$ cat config.mk
export PLATFORM = sky130hd
export DESIGN_NAME = triple_max_stream
export DESIGN_NICKNAME = d
export VERILOG_FILES = /design/src/rtl/triple_max_stream.sv
export SDC_FILE = /design/constraint.sdc
export NUM_CORES = 1
export LEC_CHECK = 0
export ABC_CLOCK_PERIOD_IN_PS = 1500
export BUFFER_PORTS_ARGS = -buffer_cell sky130_fd_sc_hd__buf_2
export CORE_UTILIZATION = 40
export CTS_BUF_LIST = sky130_fd_sc_hd__clkbuf_2
export DETAILED_ROUTE_END_ITERATION = 6
export PLACE_DENSITY = 0.69
export SLEW_MARGIN = 20
export SYNTH_ARGS = -nofsm -noshare
export SYNTH_HDL_FRONTEND = slang
export SYNTH_SLANG_ARGS = --single-unit
$ cat constraint.sdc
create_clock -name clk -period 1.5 [get_ports clk]
set_input_delay 0.15 -clock clk [delete_from_list [all_inputs] [get_ports clk]]
set_output_delay 0.15 -clock clk [all_outputs]
set_load 0.01 [all_outputs]
$ cat src/rtl/triple_max_stream.sv
// Collects three 3-bit samples (a, b, c) and reports the maximum plus a one-hot winner, ties going a > b > c.
// Optional per-channel saturating win counters are compiled in with the macro TRIPLE_MAX_WIN_COUNT_EN.
module triple_max_stream (
   input  logic       clk,
   input  logic       rst_n,
   input  logic       clear,
   input  logic       in_valid,
   input  logic [2:0] in_data,
   output logic       in_ready,
   output logic       out_valid,
   output logic [2:0] out_onehot,
   output logic [2:0] out_max,
   input  logic       out_ready
`ifdef TRIPLE_MAX_WIN_COUNT_EN
   ,
   output logic [7:0] wins_a,
   output logic [7:0] wins_b,
   output logic [7:0] wins_c
`endif
);

   typedef enum logic [1:0] {S_A, S_B, S_C, S_OUT} state_t;

   state_t     state_q, state_d;
   logic       ready_q, ready_d;
   logic [2:0] a_q, a_d;
   logic [2:0] b_q, b_d;
   logic [2:0] onehot_q, onehot_d;
   logic [2:0] max_q, max_d;
   logic       accept;
   logic       out_fire;
   logic [2:0] win_onehot;
   logic [2:0] win_max;

   // in_ready stays low until the first edge after reset release
   always_ff @(posedge clk or negedge rst_n) begin
      if (!rst_n) begin
         state_q  <= S_A;
         ready_q  <= 1'b0;
         a_q      <= 3'd0;
         b_q      <= 3'd0;
         onehot_q <= 3'd0;
         max_q    <= 3'd0;
      end else begin
         state_q  <= state_d;
         ready_q  <= ready_d;
         a_q      <= a_d;
         b_q      <= b_d;
         onehot_q <= onehot_d;
         max_q    <= max_d;
      end
   end

   always_comb begin
      accept   = in_valid & in_ready & ~clear;
      out_fire = out_valid & out_ready & ~clear;
      ready_d  = 1'b1;
      state_d  = state_q;
      if (clear) begin
         state_d = S_A;
      end else begin
         case (state_q)
            S_A:     if (accept)   state_d = S_B;
            S_B:     if (accept)   state_d = S_C;
            S_C:     if (accept)   state_d = S_OUT;
            S_OUT:   if (out_fire) state_d = S_A;
            default: state_d = S_A;
         endcase
      end
   end

   always_comb begin
      in_ready   = ready_q & (state_q != S_OUT);
      out_valid  = (state_q == S_OUT);
      out_onehot = onehot_q;
      out_max    = max_q;
   end

   // The incoming sample is c, so the winner is resolved straight from the input bus
   always_comb begin
      win_onehot = 3'b001;
      win_max    = in_data;
      if ((a_q >= b_q) && (a_q >= in_data)) begin
         win_onehot = 3'b100;
         win_max    = a_q;
      end else if (b_q >= in_data) begin
         win_onehot = 3'b010;
         win_max    = b_q;
      end
   end

   // Result registers are zeroed whenever no result is pending
   always_comb begin
      a_d      = a_q;
      b_d      = b_q;
      onehot_d = onehot_q;
      max_d    = max_q;
      if (clear) begin
         a_d      = 3'd0;
         b_d      = 3'd0;
         onehot_d = 3'd0;
         max_d    = 3'd0;
      end else begin
         if (accept && state_q == S_A) a_d = in_data;
         if (accept && state_q == S_B) b_d = in_data;
         if (accept && state_q == S_C) begin
            onehot_d = win_onehot;
            max_d    = win_max;
         end
         if (out_fire) begin
            onehot_d = 3'd0;
            max_d    = 3'd0;
         end
      end
   end

`ifdef TRIPLE_MAX_WIN_COUNT_EN
   logic [7:0] wins_a_q, wins_a_d;
   logic [7:0] wins_b_q, wins_b_d;
   logic [7:0] wins_c_q, wins_c_d;

   always_ff @(posedge clk or negedge rst_n) begin
      if (!rst_n) begin
         wins_a_q <= 8'd0;
         wins_b_q <= 8'd0;
         wins_c_q <= 8'd0;
      end else begin
         wins_a_q <= wins_a_d;
         wins_b_q <= wins_b_d;
         wins_c_q <= wins_c_d;
      end
   end

   // Counters saturate at 255 rather than wrapping
   always_comb begin
      wins_a_d = wins_a_q;
      wins_b_d = wins_b_q;
      wins_c_d = wins_c_q;
      if (clear) begin
         wins_a_d = 8'd0;
         wins_b_d = 8'd0;
         wins_c_d = 8'd0;
      end else if (out_fire) begin
         if (onehot_q[2] && wins_a_q != 8'hFF) wins_a_d = wins_a_q + 8'd1;
         if (onehot_q[1] && wins_b_q != 8'hFF) wins_b_d = wins_b_q + 8'd1;
         if (onehot_q[0] && wins_c_q != 8'hFF) wins_c_d = wins_c_q + 8'd1;
      end
   end

   assign wins_a = wins_a_q;
   assign wins_b = wins_b_q;
   assign wins_c = wins_c_q;
`endif

endmodule

==> results.md <==
- Area contributors post-synth: dfrtp_1, ha_1, nand2_1
- Total number of vias: 840
- Number of synthesized flops with an enable pin: 0
- Crit path max fanout: 4
- Post-synth ARST share: between 90% and 100%
- Post-Syn Instances: 103
- Post-layout power: 1.37 mW
- CTS Root Cell: clkbuf_2
- Met3 WL post-DR: approximately 91 um
- HPWL after DPL: ~1700 um
- Lkg Pwr: 0.636 nW
- Routed WL per cell: 12.6 um
- DR DRC count: 0
- Yosys warnings: 0
- Area leader, netlist: dfrtp_1
- Distinct cell type count after synthesis: 25
- Number of inserted diodes: 0
- Clk buf depth: 2
- Die X-Extent: 51.9 um
- Post-synthesis sequential area ratio: approximately 38%
- Hold slack: 131 ps
- Initial detailed-routing violation count: 26
- First-pass GRT wire length: approximately 3700 um
- GPL Wtd Cong: 0.774
- Worst EP required: about 1700 ps
- Worst setup EP type: flip-flop
- Clock sink count: 15
- Most frequent cell after synthesis: nand2_1
- M1 wire length: 954 um
- Pwr/cell area: 1070 nW/um2
- # IOs: 16
- Largest net degree at the start of global routing: 16
- Layout cells sized above 1: 37.0%
- Number of buffers created by CTS: 3
- Filler cells: between 200 and 250
- DIE HEIGHT: 51.9 um
- Area share of the largest cell type after synthesis: 37.6%
- Initial antenna violation count: 0
- Fin. Hold Viols: 0
- Failing checks: setup timing
- Initial Util: a little over two fifths
- Worst hold path type: input port to flip-flop
- Fin worst setup slack: -79.2 ps
- VDD IR-drop max: between 0.7 and 0.8 mV
- CTS tree: yes
- Remaining global-route overflow: 0
- Period utilization: 105%
- Via-to-Cell Ratio: 5.06
- Ys flop type: dfrtp_1
- Clk pin slew, worst setup/hold paths: between 150 and 200 ps
- Routed wl met2: just over 1000 um
- Setup CP Type: flip-flop to flip-flop
- Max Cap Viol: 0
- Vias in the first global route: 865
- Post-Syn Area per Cell: 9.68 um2
- Crit-path max cell delay: 430 ps
- Post-Syn Area: 997 um2
- Core area: 2280 um2
- H-tree depth: 1
- Std-Cell Rows: 17
- Synth top cells by count: nand2_1, dfrtp_1, ha_1
- RSZ-0062 raised after global routing: true
- Place WS: -88.5 ps
- CP max-delay cell: dfrtp_1
- Fmax: roughly 0.63 GHz
- First-pass DRT Iterations: 4
- Final ANT Viol Nets: 0
- Area growth, synth to finish: 28.4%
- Fin crit period: 1580 ps
- Critical path startpoint category: flip-flop
- Top Metal Used: met4
- CP arrival: 1770 ps
- Final WL: between 2000 and 2500 um
- Max-slew violation count: 0
- Synthesized flop and latch total: 15
- Critical path, cell by cell: ha_1 > nand2_1 > o21ai_4 > mux2i_1 > o221ai_2
- Clk_lat worst skew: approximately 290 ps
- Die ar.: 2700 um2
- Fin nets: 160
- Global-route usage over all layers: 18.7%
- Final setup vio count: 7
- Port bufs: 15
- Clock Skew: between 1 and 1.5 ps
- Synth Net Count: 124
- Status: finished with violations
- Reg2Reg Setup Slack: -80 ps
==> cell families after synthesis <==
| group | share of synthesized area [%] |
|---|---|
| adders and majority gates | 16.3 |
| DFF | 37.6 |
| other | 0.376 |
| muxes | 5.02 |
| and+or+nand+nor | 17.7 |
| buffers and inverters | 5.27 |
| AOI/OAI and AO/OA | 17.7 |
==> power by group <==
part / total, mW / internal [mW] / switching (mW) / leakage, nW
Combinational: 0.667 / 0.334 / 0.334 / 0.415
Clock: 0.204 / 0.0604 / 0.144 / 0.0164
Sequential: 0.494 / 0.454 / 0.0402 / 0.204
==> state kept, by name, summed over array words and instances, names as in the netlist <==
name        flops
a_q             3
ready_q         1
state_q         2
out_onehot      3
b_q             3
out_max         3
==> path summary, 6_finish.rpt <==
kind                          startpoint            end  cells past startpoint
max in group asynchronous          rst_n        ready_q                      2
setup / recovery                  b_q[2]     out_max[0]                      5
hold / removal                     clear         a_q[1]                      2
min in group asynchronous          rst_n     out_max[0]                      2
hold reg to reg            out_onehot[2]  out_onehot[2]                      2
setup reg to reg                  b_q[2]     out_max[0]                      5
==> what timing repair did <==
item                       4_1_cts  5_1_grt
setup endpoints to repair        7       11
hold buffers                     1        0
pin swaps                        3        0
gates resized for setup          3        4
hold endpoints to repair        15        0
setup buffers                    1        1
==> cells in the final DEF (no fill, tap or decap), drive strengths merged <==
cell type	n
a211oi	1
a21bo	1
a21oi	9
a32o	1
and2b	3
and3b	1
and4b	1
buf	32
clkbuf	3
clkinv	1
conb	1
dfrtp	15
dlygate4sd3	1
ha	13
inv	11
mux2i	5
nand2	18
nand2b	1
nand3	7
nor2b	3
nor3	1
o21ai	4
o21bai	1
o221ai	3
o22ai	1
==> worst max-delay path: cells and delay by family, from the launching register on <==
kind | cells | cell delay, ps
DFF | 1 | 430
adders and majority gates | 1 | 290
AOI/OAI and AO/OA | 2 | 380
and+or+nand+nor | 1 | 90
muxes | 1 | 290
==> layout make-up <==
class,instances,area (um2),share of cell area (%)
clock buffer,3,15.0,1.17
multi-input combinational,75,592,46.2
clock inverter,1,5.00,0.391
timing repair buffer,33,216,16.9
inverter,11,41.3,3.23
sequential,15,375,29.3
tap,28,35.0,2.74
==> routing by layer <==
metal | track usage [%] | up-vias
li1 | - | 423
met1 | 21.9 | 389
met2 | 34.0 | 26
met3 | 2.63 | 2
met4 | 6.76 | 0
met5 | 0 | -
==> stage by stage <==
stage	instance area [um2]	TNS, ps	util (%)	std cells
CTS	1260	-337	55.3	165
finish	1280	-259	56.2	166
detailed placement	1210	-303	53.2	159
floorplan	1000	0	-	103
global route	1280	-1210	56.2	166
global placement	1210	-210	53.2	159
Note: power is estimated with default switching activity, not from simulation.
